File: config.mk
export PLATFORM = sky130hd
export DESIGN_NAME = clkdiv_multi
export DESIGN_NICKNAME = d
export VERILOG_FILES = /design/src/rtl/clkdiv_pkg.sv /design/src/rtl/clkdiv_chan.sv /design/src/rtl/clkdiv_multi.sv
export SDC_FILE = /design/constraint.sdc
export NUM_CORES = 1
export LEC_CHECK = 0
export CELL_PAD_IN_SITES_DETAIL_PLACEMENT = 1
export CELL_PAD_IN_SITES_GLOBAL_PLACEMENT = 1
export CORE_MARGIN = 10
export CORE_UTILIZATION = 49
export CTS_CLUSTER_SIZE = 24
export DETAILED_ROUTE_END_ITERATION = 8
export MAX_ROUTING_LAYER = met4
export PLACE_DENSITY = 0.85
export SETUP_SLACK_MARGIN = 0.3
export SLEW_MARGIN = 15
export SYNTH_ARGS = -nofsm -noshare
export SYNTH_HDL_FRONTEND = slang
export SYNTH_SLANG_ARGS = --single-unit
export TNS_END_PERCENT = 1
File: constraint.sdc
create_clock -name iClk50M -period 7.5 [get_ports iClk50M]
set_input_delay 0.75 -clock iClk50M [delete_from_list [all_inputs] [get_ports iClk50M]]
set_output_delay 0.75 -clock iClk50M [all_outputs]
set_load 0.02 [all_outputs]
File: src/rtl/clkdiv_pkg.sv
// rtl/clkdiv_pkg.sv - shared constants, select-width helper and channel state type for clkdiv_multi
package clkdiv_pkg;

    localparam int MIN_DIV   = 2;
    localparam int DIV_W_MAX = 32;

    function automatic int sel_width(input int nch);
        return (nch > 1) ? $clog2(nch) : 1;
    endfunction

    // Divisor fields are sized for the widest supported DIV_W; upper bits stay zero.
    typedef struct packed {
        logic [DIV_W_MAX-1:0] cnt;
        logic [DIV_W_MAX-1:0] div_a;
        logic [DIV_W_MAX-1:0] div_p;
        logic                 pend;
        logic                 err;
    } chan_state_t;

endpackage

File: src/rtl/clkdiv_chan.sv
// rtl/clkdiv_chan.sv - one divider channel: counter, active/pending divisor, registered decode.
// CLKDIV_ODD50_EN adds a negedge flop that stretches odd-divisor clocks to exact 50% duty.
module clkdiv_chan
    import clkdiv_pkg::*;
#(
    parameter int DIV_W       = 26,
    parameter int DEFAULT_DIV = 50000000
) (
    input  logic             clk,
    input  logic             rst_n,
    input  logic             wr,
    input  logic [DIV_W-1:0] val,
    input  logic             en,
    input  logic             sync,
    output logic             clk_out,
    output logic             tick,
    output logic             pend,
    output logic             err
);

    localparam logic [DIV_W_MAX-1:0] DEF = DIV_W_MAX'(DEFAULT_DIV);

    chan_state_t          st;
    chan_state_t          nx;
    logic [DIV_W_MAX-1:0] val_x;
    logic [DIV_W_MAX-1:0] div_wrap;
    logic                 wr_ok;
    logic                 wr_bad;
    logic                 wrap;
    logic                 clk_r;

    always_comb begin
        val_x    = DIV_W_MAX'(val);
        wr_ok    = wr && (val_x >= DIV_W_MAX'(MIN_DIV));
        wr_bad   = wr && !wr_ok;
        wrap     = sync || (st.cnt == st.div_a - 1'b1);
        // A write coinciding with the wrap bypasses the pending stage.
        div_wrap = wr_ok ? val_x : (st.pend ? st.div_p : st.div_a);
        nx       = st;
        if (wr_ok) begin
            nx.div_p = val_x;
            nx.err   = 1'b0;
        end else if (wr_bad) begin
            nx.err = 1'b1;
        end
        if (!en) begin
            nx.div_a = div_wrap;
            nx.cnt   = div_wrap - 1'b1;
            nx.pend  = 1'b0;
        end else if (wrap) begin
            nx.div_a = div_wrap;
            nx.cnt   = '0;
            nx.pend  = 1'b0;
        end else begin
            nx.cnt = st.cnt + 1'b1;
            if (wr_ok) begin
                nx.pend = 1'b1;
            end
        end
    end

    always_ff @(posedge clk or negedge rst_n) begin
        if (!rst_n) begin
            st    <= '{cnt: DEF - 1'b1, div_a: DEF, div_p: DEF, pend: 1'b0, err: 1'b0};
            tick  <= 1'b0;
            clk_r <= 1'b0;
        end else begin
            st    <= nx;
            tick  <= en && (nx.cnt == '0);
            clk_r <= en && (nx.cnt < (nx.div_a >> 1));
        end
    end

    assign pend = st.pend;
    assign err  = st.err;

`ifdef CLKDIV_ODD50_EN
    logic odd_r;
    logic neg_r;

    always_ff @(posedge clk or negedge rst_n) begin
        if (!rst_n) begin
            odd_r <= 1'b0;
        end else begin
            odd_r <= en && nx.div_a[0];
        end
    end

    always_ff @(negedge clk or negedge rst_n) begin
        if (!rst_n) begin
            neg_r <= 1'b0;
        end else begin
            neg_r <= clk_r;
        end
    end

    assign clk_out = clk_r | (neg_r & odd_r);
`else
    assign clk_out = clk_r;
`endif

endmodule

File: src/rtl/clkdiv_multi.sv
// rtl/clkdiv_multi.sv - NCH-channel programmable clock divider with glitch-free updates and phase sync.
// Optional CLKDIV_ODD50_EN gives exact 50% duty on odd divisors.
module clkdiv_multi
    import clkdiv_pkg::*;
#(
    parameter int CLKFREQ     = 50000000,
    parameter int NCH         = 4,
    parameter int DIV_W       = 26,
    parameter int DEFAULT_DIV = CLKFREQ
) (
    input  logic                      iClk50M,
    input  logic                      iRst_n,
    input  logic                      iDivWr,
    input  logic [sel_width(NCH)-1:0] iDivSel,
    input  logic [DIV_W-1:0]          iDivVal,
    input  logic [NCH-1:0]            iEn,
    input  logic                      iSync,
    output logic [NCH-1:0]            oClk,
    output logic [NCH-1:0]            oTick,
    output logic [NCH-1:0]            oPend,
    output logic [NCH-1:0]            oError
);

    // Selects at or beyond NCH match no channel, so such writes vanish silently.
    for (genvar i = 0; i < NCH; i++) begin : g_ch
        clkdiv_chan #(
            .DIV_W       (DIV_W),
            .DEFAULT_DIV (DEFAULT_DIV)
        ) u_chan (
            .clk     (iClk50M),
            .rst_n   (iRst_n),
            .wr      (iDivWr && (32'(iDivSel) == i)),
            .val     (iDivVal),
            .en      (iEn[i]),
            .sync    (iSync),
            .clk_out (oClk[i]),
            .tick    (oTick[i]),
            .pend    (oPend[i]),
            .err     (oError[i])
        );
    end

endmodule

==> impl_results.md <==
* Status: completed
* CP Cell Sequence: nor4_1 > nand4_1 > nor2_1 > mux2_2 > a31oi_1 > o22ai_1 > o211ai_1 > buf_4 > mux2i_1 > ha_1 > a21o_1 > a21o_1 > a21o_1 > a21oi_1 > nor2b_1 > o21ai_0 > nand2b_1 > a21oi_1 > nand3_1 > o21a_1 > o21ai_0
* Buf+Inv Stages, Crit Path at 1
* CP Data Arrival Time at 7230 ps
* Top_reg_cell synth: dfrtp_1
* DR vias at 28700
* Slew Limit Headroom at 0.306
* Fin Hold WS at 199 ps
* YS warnings at 0
* Nets@finish at 3828
* Max Clk Rate at 149 MHz
* Dpl ws at 605 ps
* Sequential fraction of the synthesis area at 0.317
* # DRC at 0
* Gpl congestion at 0.950
* Post-CTS setup buffer count at 0
* CTS root buffer: clkbuf_16
* Final clock skew at 33.0 ps
* Setup CP Type: reg2reg
* Multi-input gate area at 19000 um2
* Worst-margin pin slew at 1030 ps
* Initial antenna violation count at 2
* Row cnt at 91
* Yosys cell types at 95
* P_leak at 14.2 nW
* Critical Path Sink Type: flip-flop
* Register Area at 9620 um2
* Initial drt markers at 2847
* Worst EP required at 8030 ps
* Synth Instances at 3719
* # resized after CTS at 0
* Final period util at 0.893
* WP depth at 21
* Share of layout cells above drive strength 1 at 0.116
* CP max FO at 12
* Worst Hold Class: in2async
* Via-to-Cell Ratio at 6.38
* Async SR Flop Fraction at 1.00
* Yosys reg bits at 376
* CTS Hold Buffers Added at 0
* Routed WL per cell at 24.5 um
* Max stage delay on crit path at 870 ps
* TritonCTS clock tree: done
* Core region area at 61500 um2
* Synth-to-Final Area Change at 9.55%
* Commonest cells in the netlist: nand2_1 (512), nor2_1 (303), dfrtp_1 (208)
* Placed Cells at 4402
* Most frequent cell after synthesis: nand2_1
* Syn Std Cell Area at 30400 um2
* Critical path startpoint category: flip-flop
* PwrDens at 280 nW/um2
* Max VDD drop at 0.173 mV
* Reg clk slew, reported paths at 60 ps
* Setup TNS at 0 ps
* Final WS setup at 799 ps
* R2R cell count at 21
* Die Ht at 269 um
* RSZ-0062 raised after global routing: false
* CTS Sinks at 376
* Yosys top cell by area: dfrtp_1
* Slowest cell on crit path: nor4_1
* Clock Latency Late Sink at 630 ps
* Overflow after GRT at 0
* Final antenna-violating net count at 0
* DP HPWL at 81400 um
* Fillcell total at 7367
* Most used cell, CP: a21o_1
* Delay-heaviest family, CP: compound AO/OA/AOI/OAI gates
* Final Hold Fails at 0
* Die ar. at 72300 um2
* Vias in the first global route at 29900
* First-pass GRT wire length at 173000 um
* Final worst path period need at 6700 ps
* Num CTS Buffers at 47
* Setup violators final at 0
* Mean post-synth cell area at 8.17 um2
* CTS Buffer Depth at 3
* H-tree depth at 2
* Detailed Routing Iterations Pass 1 at 6
* Syn_nets at 3886
* Largest net degree at the start of global routing at 141
* Number of synthesized flops with an enable pin at 0
* Port Buffer Count at 51
* Top cell type's share of synthesized area at 0.171
* Top post-synthesis cells by area: dfrtp_1 (17%), dfstp_2 (15%), nand2_1 (6.3%)
* GRT Total Usage at 0.310
* Die Wd at 269 um
* Final Slew Violations at 0
* Io pins at 52
* Initial Util at 0.494
* Max-Cap Viols at 0
* Final cell count without fillers at 4491
* Total wire length at 110000 um
==> per-layer routing <==
metal  wire length (um)  GRT usage  share of wire
met4               4330      0.117          0.039
met2              49900      0.482           0.45
met1              47800      0.404           0.43
met3               8100     0.0460          0.074
met5                  0          -              0
==> cells by family (layout without fill, tap and decap cells) <==
group | count (synthesis) | after routing | share of synthesized area
muxes | 200 | 200 | 0.0672
adders and majority gates | 132 | 132 | 0.0543
xor gates and xnor gates | 387 | 387 | 0.112
other | 0 | 1 | 0
AOI/OAI and AO/OA | 683 | 683 | 0.148
buffers and inverters | 441 | 422 | 0.0588
DFF | 376 | 376 | 0.317
and+or+nand+nor | 1500 | 1500 | 0.243
==> final timing paths <==
path,from,endpoint,slack [ps]
max,g_ch[1].u_chan.st[36]$_DFF_PN0_,g_ch[1].u_chan.clk_out$_DFF_PN0_,800
min,iRst_n,g_ch[3].u_chan.tick$_DFF_PN0_,200
max reg2reg,g_ch[1].u_chan.st[36]$_DFF_PN0_,g_ch[1].u_chan.clk_out$_DFF_PN0_,800
min reg2reg,g_ch[1].u_chan.st[22]$_DFFE_PN1P_,g_ch[1].u_chan.st[22]$_DFFE_PN1P_,460
max in group asynchronous,iRst_n,g_ch[1].u_chan.st[26]$_DFFE_PN0P_,5710
min in group iClk50M,g_ch[1].u_chan.st[22]$_DFFE_PN1P_,g_ch[1].u_chan.st[22]$_DFFE_PN1P_,460
==> worst reg2reg max path, delay by kind of cell (launching register included) <==
family / cells / cell delay, ps
adder cells (fa/ha/maj): 1 / 290
multiplexers: 2 / 680
AND/OR/NAND/NOR: 6 / 2200
flip-flops: 1 / 530
AO/OA/AOI/OAI: 11 / 2550
buffers and inverters: 1 / 370
==> area by class of cell <==
class / count / share of cell area
antenna: 1 / 0.0000752
clock buffer: 62 / 0.0398
clock inverter: 26 / 0.0107
inverter: 189 / 0.0213
multi-input combinational: 2902 / 0.572
sequential: 376 / 0.289
tap: 790 / 0.0297
timing repair buffer: 145 / 0.0375
==> stage by stage <==
| stage | power [mW] | utilization | area (um2) |
|---|---|---|---|
| global placement | 6.49 | 0.514 | 31600 |
| detailed placement | 6.65 | 0.514 | 31600 |
| floorplan | 5.54 | - | 30400 |
| global route | 9.82 | 0.541 | 33300 |
| finish | 9.31 | 0.541 | 33300 |
| CTS | 9.25 | 0.541 | 33300 |
==> power breakdown <==
| part | internal [mW] | leakage [nW] | total (mW) | switching, mW |
|---|---|---|---|---|
| Clock | 1.52 | 0.826 | 2.54 | 1.02 |
| Sequential | 2.58 | 4.41 | 3.32 | 0.739 |
| Combinational | 1.43 | 8.94 | 3.45 | 2.02 |
==> cell usage in the layout (no fill, tap or decap), types with 10 or more instances in the layout <==
| master | count |
|---|---|
| and3_1 | 40 |
| inv_1 | 187 |
| xor2_1 | 186 |
| clkinv_2 | 12 |
| o22ai_1 | 93 |
| dfrtp_1 | 204 |
| a21boi_0 | 10 |
| nor2_1 | 302 |
| a21oi_1 | 131 |
| nand3_1 | 116 |
| xnor2_1 | 200 |
| nor4_1 | 75 |
| or2_2 | 22 |
| and4_1 | 16 |
| o211ai_1 | 30 |
| nand2b_1 | 42 |
| nand2_1 | 512 |
| dfstp_2 | 168 |
| mux2_2 | 20 |
| clkdlybuf4s50_1 | 50 |
| o31ai_1 | 17 |
| or4_1 | 27 |
| a31oi_1 | 22 |
| and2_1 | 10 |
| o21ai_0 | 155 |
| buf_4 | 92 |
| or3_1 | 37 |
| o21a_1 | 26 |
| nand3b_1 | 14 |
| nor4b_1 | 16 |
| nor2b_1 | 18 |
| mux2i_1 | 177 |
| ha_1 | 131 |
| nand4_1 | 74 |
| nor3_1 | 115 |
| a21o_1 | 55 |
| nor3b_1 | 28 |
| clkbuf_16 | 48 |
| a211oi_1 | 13 |
==> sequential cells by signal, summed over array words and instances (netlist names) <==
register,count
g_ch.u_chan.clk_out,4
g_ch.u_chan.tick,4
g_ch.u_chan.pend,4
g_ch.u_chan.err,4
g_ch.u_chan.st,360
Power figures use the tool's default switching activity.
